### src/rtl/bus_pkg.sv
// Shared encodings and address-field positions for the bus controller.
package bus_pkg;

  localparam logic [1:0] SZ_BYTE = 2'b00;
  localparam logic [1:0] SZ_HALF = 2'b01;
  localparam logic [1:0] SZ_WORD = 2'b10;

  localparam int REGION_MSB = 31;
  localparam int REGION_LSB = 28;
  localparam int SLV_ADDR_W = 24;

  typedef enum logic [1:0] {
    ST_IDLE,
    ST_ACCESS,
    ST_RESP
  } state_t;

endpackage

### src/rtl/bus_controller_lane_align.sv
// Byte-lane steering: store strobes/replication and load shift/extension.
module lane_align (
  input  logic [1:0]  addr_lo,
  input  logic [1:0]  size,
  input  logic        is_signed,
  input  logic [31:0] wdata,
  input  logic [31:0] rword,
  output logic [3:0]  wstrb,
  output logic [31:0] wdata_rep,
  output logic [31:0] rdata_ext
);
  import bus_pkg::*;

  function automatic logic [31:0] extend(input logic [31:0] v, input logic [1:0] sz,
                                         input logic sgn);
    logic [31:0] r;
    case (sz)
      SZ_BYTE: r = {{24{sgn & v[7]}}, v[7:0]};
      SZ_HALF: r = {{16{sgn & v[15]}}, v[15:0]};
      default: r = v;
    endcase
    return r;
  endfunction

  logic [31:0] shifted;

  // Store side: lane enables and data replicated so any lane sees the value.
  always_comb begin
    wstrb     = 4'b0000;
    wdata_rep = wdata;
    case (size)
      SZ_BYTE: begin
        wstrb     = 4'b0001 << addr_lo;
        wdata_rep = {4{wdata[7:0]}};
      end
      SZ_HALF: begin
        wstrb     = 4'b0011 << {addr_lo[1], 1'b0};
        wdata_rep = {2{wdata[15:0]}};
      end
      SZ_WORD: wstrb = 4'b1111;
      default: wstrb = 4'b0000;
    endcase
  end

  // Load side: bring the addressed lane down to bit 0, then extend.
  always_comb begin
    shifted   = rword >> {addr_lo, 3'b000};
    rdata_ext = extend(shifted, size, is_signed);
  end

endmodule

### src/rtl/bus_controller.sv
// Single-master bus controller: region decode, wait states, handshakes.
module bus_controller #(
  parameter int NUM_REGIONS = 4,
  parameter int WAIT_W      = 4,
  parameter logic [NUM_REGIONS*WAIT_W-1:0] WAIT_STATES = '0
) (
  input  logic                      clk,
  input  logic                      rst,
  input  logic                      req_valid,
  output logic                      req_ready,
  input  logic [31:0]               req_addr,
  input  logic                      req_we,
  input  logic [1:0]                req_size,
  input  logic                      req_signed,
  input  logic [31:0]               req_wdata,
  output logic                      resp_valid,
  input  logic                      resp_ready,
  output logic [31:0]               resp_rdata,
  output logic                      resp_err,
  output logic [NUM_REGIONS-1:0]    slv_sel,
  output logic [23:0]               slv_addr,
  output logic                      slv_we,
  output logic [3:0]                slv_wstrb,
  output logic [31:0]               slv_wdata,
  input  logic [NUM_REGIONS*32-1:0] slv_rdata
);
  import bus_pkg::*;

  state_t                state_q, state_d;
  logic [SLV_ADDR_W-1:0] addr_p0;
  logic [3:0]            region_p0;
  logic                  we_p0;
  logic                  sgn_p0;
  logic [1:0]            size_p0;
  logic [31:0]           wdata_p0;
  logic [WAIT_W-1:0]     cnt_p0;
  logic                  err_p1;
  logic [31:0]           rdata_p1;

  logic [3:0]  req_region;
  logic        req_bad;
  logic [31:0] rword;
  logic [3:0]  strb;
  logic [31:0] wrep;
  logic [31:0] rext;
  logic        unused_addr;

  assign req_region  = req_addr[REGION_MSB:REGION_LSB];
  assign unused_addr = ^req_addr[REGION_LSB-1:SLV_ADDR_W];

  function automatic logic [WAIT_W-1:0] wait_of(input logic [3:0] r);
    logic [WAIT_W-1:0] w;
    w = '0;
    for (int i = 0; i < NUM_REGIONS; i++)
      if (r == 4'(i)) w = WAIT_STATES[i*WAIT_W +: WAIT_W];
    return w;
  endfunction

  // Requests that must never reach a slave: unmapped, illegal size, misaligned.
  always_comb begin
    req_bad = ({28'd0, req_region} >= 32'(NUM_REGIONS));
    case (req_size)
      SZ_BYTE: ;
      SZ_HALF: if (req_addr[0]) req_bad = 1'b1;
      SZ_WORD: if (req_addr[1:0] != 2'b00) req_bad = 1'b1;
      default: req_bad = 1'b1;
    endcase
  end

  // Read-word mux for the latched region.
  always_comb begin
    rword = '0;
    for (int i = 0; i < NUM_REGIONS; i++)
      if (region_p0 == 4'(i)) rword = slv_rdata[i*32 +: 32];
  end

  lane_align u_lane_align (
    .addr_lo   (addr_p0[1:0]),
    .size      (size_p0),
    .is_signed (sgn_p0),
    .wdata     (wdata_p0),
    .rword     (rword),
    .wstrb     (strb),
    .wdata_rep (wrep),
    .rdata_ext (rext)
  );

  // State register.
  always_ff @(posedge clk) begin
    if (rst) state_q <= ST_IDLE;
    else     state_q <= state_d;
  end

  // Next state and outputs; everything is forced quiet while rst is high.
  always_comb begin
    state_d    = state_q;
    req_ready  = 1'b0;
    resp_valid = 1'b0;
    resp_err   = 1'b0;
    resp_rdata = '0;
    slv_sel    = '0;
    slv_we     = 1'b0;
    slv_wstrb  = 4'b0000;
    slv_addr   = addr_p0;
    slv_wdata  = wrep;
    case (state_q)
      ST_IDLE: begin
        req_ready = 1'b1;
        if (req_valid) state_d = req_bad ? ST_RESP : ST_ACCESS;
      end
      ST_ACCESS: begin
        for (int i = 0; i < NUM_REGIONS; i++)
          slv_sel[i] = (region_p0 == 4'(i));
        if (cnt_p0 == '0) begin
          slv_we    = we_p0;
          slv_wstrb = we_p0 ? strb : 4'b0000;
          state_d   = ST_RESP;
        end
      end
      ST_RESP: begin
        resp_valid = 1'b1;
        resp_err   = err_p1;
        resp_rdata = rdata_p1;
        if (resp_ready) state_d = ST_IDLE;
      end
      default: state_d = ST_IDLE;
    endcase
    if (rst) begin
      req_ready  = 1'b0;
      resp_valid = 1'b0;
      resp_err   = 1'b0;
      resp_rdata = '0;
      slv_sel    = '0;
      slv_we     = 1'b0;
      slv_wstrb  = 4'b0000;
      slv_addr   = '0;
      slv_wdata  = '0;
    end
  end

  // Request latch, wait counter and response capture.
  always_ff @(posedge clk) begin
    if (rst) begin
      addr_p0   <= '0;
      region_p0 <= '0;
      we_p0     <= 1'b0;
      sgn_p0    <= 1'b0;
      size_p0   <= SZ_BYTE;
      wdata_p0  <= '0;
      cnt_p0    <= '0;
      err_p1    <= 1'b0;
      rdata_p1  <= '0;
    end else begin
      case (state_q)
        ST_IDLE: begin
          if (req_valid) begin
            addr_p0   <= req_addr[SLV_ADDR_W-1:0];
            region_p0 <= req_region;
            we_p0     <= req_we;
            sgn_p0    <= req_signed;
            size_p0   <= req_size;
            wdata_p0  <= req_wdata;
            err_p1    <= req_bad;
            rdata_p1  <= '0;
            cnt_p0    <= req_bad ? '0 : wait_of(req_region);
          end
        end
        ST_ACCESS: begin
          if (cnt_p0 != '0) cnt_p0 <= cnt_p0 - WAIT_W'(1);
          else              rdata_p1 <= we_p0 ? '0 : rext;
        end
        default: ;
      endcase
    end
  end

endmodule

### config.mk
export PLATFORM = sky130hd
export DESIGN_NAME = bus_controller
export DESIGN_NICKNAME = d
export VERILOG_FILES = /design/src/rtl/bus_pkg.sv /design/src/rtl/bus_controller_lane_align.sv /design/src/rtl/bus_controller.sv
export SDC_FILE = /design/constraint.sdc
export NUM_CORES = 1
export LEC_CHECK = 0
export CORE_MARGIN = 2
export CORE_UTILIZATION = 25
export CTS_CLUSTER_SIZE = 28
export DETAILED_ROUTE_END_ITERATION = 12
export GPL_ROUTABILITY_DRIVEN = 0
export PLACE_DENSITY_LB_ADDON = 0.3
export SYNTH_ARGS = -nofsm -noshare
export SYNTH_HDL_FRONTEND = slang
export SYNTH_SLANG_ARGS = --single-unit
### constraint.sdc
create_clock -name clk -period 3.5 [get_ports clk]
set_clock_uncertainty 0.1 [all_clocks]
set_input_delay 0.875 -clock clk [delete_from_list [all_inputs] [get_ports clk]]
set_output_delay 0.875 -clock clk [all_outputs]
set_load 0.02 [all_outputs]
==> run_results.csv <==
group,metric,value,unit
floorplan,chipHeight,158.5,um
finish,drive_above_1_share,8.532,%
global_routing,antenna_found_initial,3,
critical_path,path_common_cell,"buf_4",
critical_path,cp_data_arrival_time,2.32,ns
synth,ys_warn_count,0,
synth,ys_types,47,
timing,setup_viol_count_final,0,
finish,layout_commonest_cell,"clkdlybuf4s50_1",
placement,port_buffers,295,
critical_path,worstSetupEndpointType,"output pin",
floorplan,pin_count,300,
finish,multi_input_area,3615,um2
hold_path,holdPathEnd,"rdata_p1[5]",
clock_tree,worstSkewPairLatency,0.35,ns
run,cap_violations,0,
critical_path,r2r_start,"addr_p0[0]",
clock_tree,clk_pin_slew_worst_paths,0.07,ns
finish,seqCellArea,2064,um2
clock_tree,cts_tree,"done",
drt,viasPerCell,4.736,
critical_path,r2r-end,"rdata_p1[10]",
global_routing,grt_pass1_wl,34.80,mm
critical_path,cp_max_fo,5,
timing,relSlewSlack,51.84,%
hold_path,holdCritPathClass,"reg2reg",
synth,synth_edf_count,0,
hold_path,whs_path_depth,2,
synth,synth_top_area_share,34.56,%
placement,place_hpwl,17.71,mm
finish,layout_common_cells,"clkdlybuf4s50_1, nand2_1, dfxtp_1, a21oi_1, nor2_1",
clock_tree,clockRootBuffer,"clkbuf_16",
clock_tree,cts.sinks,103,
clock_tree,cts_hold_buf,0,
finish,stdcell_area,9587,um2
finish,nets,1209,
drt,drc,0,
floorplan,rows,56,
synth,yosysTopAreaCell,"dfxtp_1",
global_routing,grt_max_degree,92,
global_routing,grt_usage,18.16,%
finish,areaGrowthSynthToFinish,60.70,%
drt,firstDrtPassIters,4,
drt,dr_wl_met2,11.58,mm
synth,syn-num-nets,941,
synth,synthArstFlopShare,0,%
timing,fin_ws,0.2069,ns
synth,ys_seq_area_share,34.56,%
power_and_ir_drop,p_leak,3.519,nW
floorplan,core-area,23470,um2
finish,fillCellCount,2360,
synth,synth_area_leaders,"dfxtp_1, mux4_2, nand2_1",
clock_tree,htreeDepth,3,
global_routing,grt-ovfl-total,0,
global_routing,first_global_vias,6143,
floorplan,chipWidth,158.5,um
timing,finalSetupTns,0,ns
critical_path,critPathMaxStageDelay,0.64,ns
drt,wl_met3,2.477,mm
synth,syn-cell-area,5966,um2
floorplan,dieArea,25110,um2
clock_tree,numCtsBuffers,9,
synth,avgSynthCellArea,8.106,um2
timing,final_hold_viol_count,0,
drt,postRouteAntennaNets,0,
drt,finalWirelength,23.43,mm
critical_path,slowest_stage,"clkdlybuf4s50_1",
clock_tree,post-cts-setup-buffers,0,
timing,grt_setup_unrepaired,"false",
drt,route.top_layer_used,"met5",
floorplan,initial_core_util,25.42,%
drt,routedWlPerCell,17.64,um
status,status,"finished, final reports clean",
critical_path,path_buf_inv,3,
timing,period_needed,3.293,ns
drt,vias,6290,
timing,fmax,303.7,MHz
synth,syn_inst,736,
hold_path,hp-start,"rdata_p1[5]",
power_and_ir_drop,ir_drop,0.2191,mV
clock_tree,cts.repair.resized,0,
placement,dpl_cell_area,9279,um2
synth,ys_ff_latch,103,
synth,synth_ff_type,"dfxtp_1",
clock_tree,clockBufferDepth,2,
drt,drtIter0Drc,227,
critical_path,crit_path_start_kind,"primary input",
timing,slew_violations,0,
timing,worst_pin_slew,0.7198,ns
timing,min_period_over_period,94.09,%
critical_path,path_class,"in2out",
critical_path,cp_cell_sequence,"buf_4, nor3b_2, buf_4, nand2_1, nor3b_1, clkdlybuf4s50_1",
drt,m1WireLength,8.752,mm
power_and_ir_drop,power,3.256,mW
critical_path,worstRegToRegCells,7,
power_and_ir_drop,p_per_area,339.6,nW/um2
critical_path,r2r_slack,0.93,ns
placement,pre_cts_slack,0.1438,ns
critical_path,path_delay_family,"buffers and inverters",
critical_path,required,2.52,ns
through the flow:
stage                     utilization, %  std cells  hold WS, ns
final                              40.84       1328       0.3480
after global routing               40.84       1328       0.3675
after CTS                          40.80       1327       0.3516
after detailed placement           39.53       1312       0.3362
after global placement             39.53       1312       0.3375
after floorplan                        -        736       0.3180
how the worst max path moves through the flow:
stage | start | end | slack [ns] | depth (start not counted)
2_1_floorplan | rst | slv_wstrb[0] | 0.57 | 4
3_3_place_gp | rst | slv_wstrb[3] | 0.16 | 6
3_5_place_dp | rst | slv_wstrb[1] | 0.14 | 6
4_1_cts | cnt_p0[0] | slv_wstrb[3] | 0.08 | 7
5_1_grt | cnt_p0[0] | slv_wstrb[0] | 0.12 | 8
6_report | rst | slv_sel[1] | 0.21 | 6
routing by layer:
| metal | global-route usage [%] | up-vias |
|---|---|---|
| met2 | 32.44 | 255 |
| met3 | 7.403 | 26 |
| met4 | 6.263 | 2 |
| met5 | 0 | - |
| li1 | - | 3100 |
| met1 | 19.34 | 2907 |
worst reg2reg max path, delay by kind of cell, from the launching register on:
family | cells | cell delay, ns
buf+inv | 2 | 0.53
flops | 1 | 0.36
simple gates | 2 | 0.77
compound gates | 3 | 0.68
synthesized netlist by cell type (all sizes together), types with 2 or more instances:
cell and number:
o22a 2, nor3 8, a31oi 2, inv 10, clkbuf 43, a22o 6, a32oi 5, nor3b 6
a32o 2, nand3b 2, nand2b 4, dfxtp 103, nand3 24, a211oi 3, a21oi 92, mux2 7
o21ai 9, nand2 165, ha 5, or3b 3, o2bb2a 2, nor2b 34, xnor2 2, nor2 47
a21o 2, a22oi 16, mux2i 29, buf 18, mux4 29, o211ai 6, and2 35, nor4 2
o21bai 3
cells by family (layout without fill, tap and decap cells):
| family | count (synthesis) | in the layout | synth area share (%) |
|---|---|---|---|
| DFF | 103 | 103 | 34.56 |
| xor gates and xnor gates | 2 | 2 | 0.2937 |
| buffers and inverters | 71 | 343 | 5.033 |
| muxes | 65 | 65 | 17.20 |
| AOI/OAI and AO/OA | 155 | 155 | 15.75 |
| and+or+nand+nor | 335 | 335 | 26.11 |
| other | 0 | 1 | 0 |
| adders and majority gates | 5 | 5 | 1.049 |
layout make-up:
| type | instances | share of cell area (%) |
|---|---|---|
| Clock buffer | 11 | 2.532 |
| Antenna cell | 1 | 0.02610 |
| Timing Repair Buffer | 318 | 33.07 |
| Inverter | 10 | 0.3915 |
| Clock inverter | 4 | 0.5743 |
| Tap cell | 319 | 4.163 |
| Sequential cell | 103 | 21.53 |
| Multi-Input combinational cell | 562 | 37.71 |
sequential cells by signal, summed over array words and instances (netlist names):
name and cells:
addr_p0 24, size_p0 2, state_q 2, cnt_p0 4
wdata_p0 32, rdata_p1 32, sgn_p0 1, we_p0 1
region_p0 4, err_p1 1
report_power, final:
| part | leakage, nW | internal [mW] | switching, mW |
|---|---|---|---|
| registers | 0.842 | 1.24 | 0.0542 |
| logic | 2.54 | 0.471 | 0.436 |
| clock network | 0.142 | 0.576 | 0.482 |
| total | 3.52 | 2.28 | 0.972 |
Note: power is estimated with default switching activity, not from simulation.
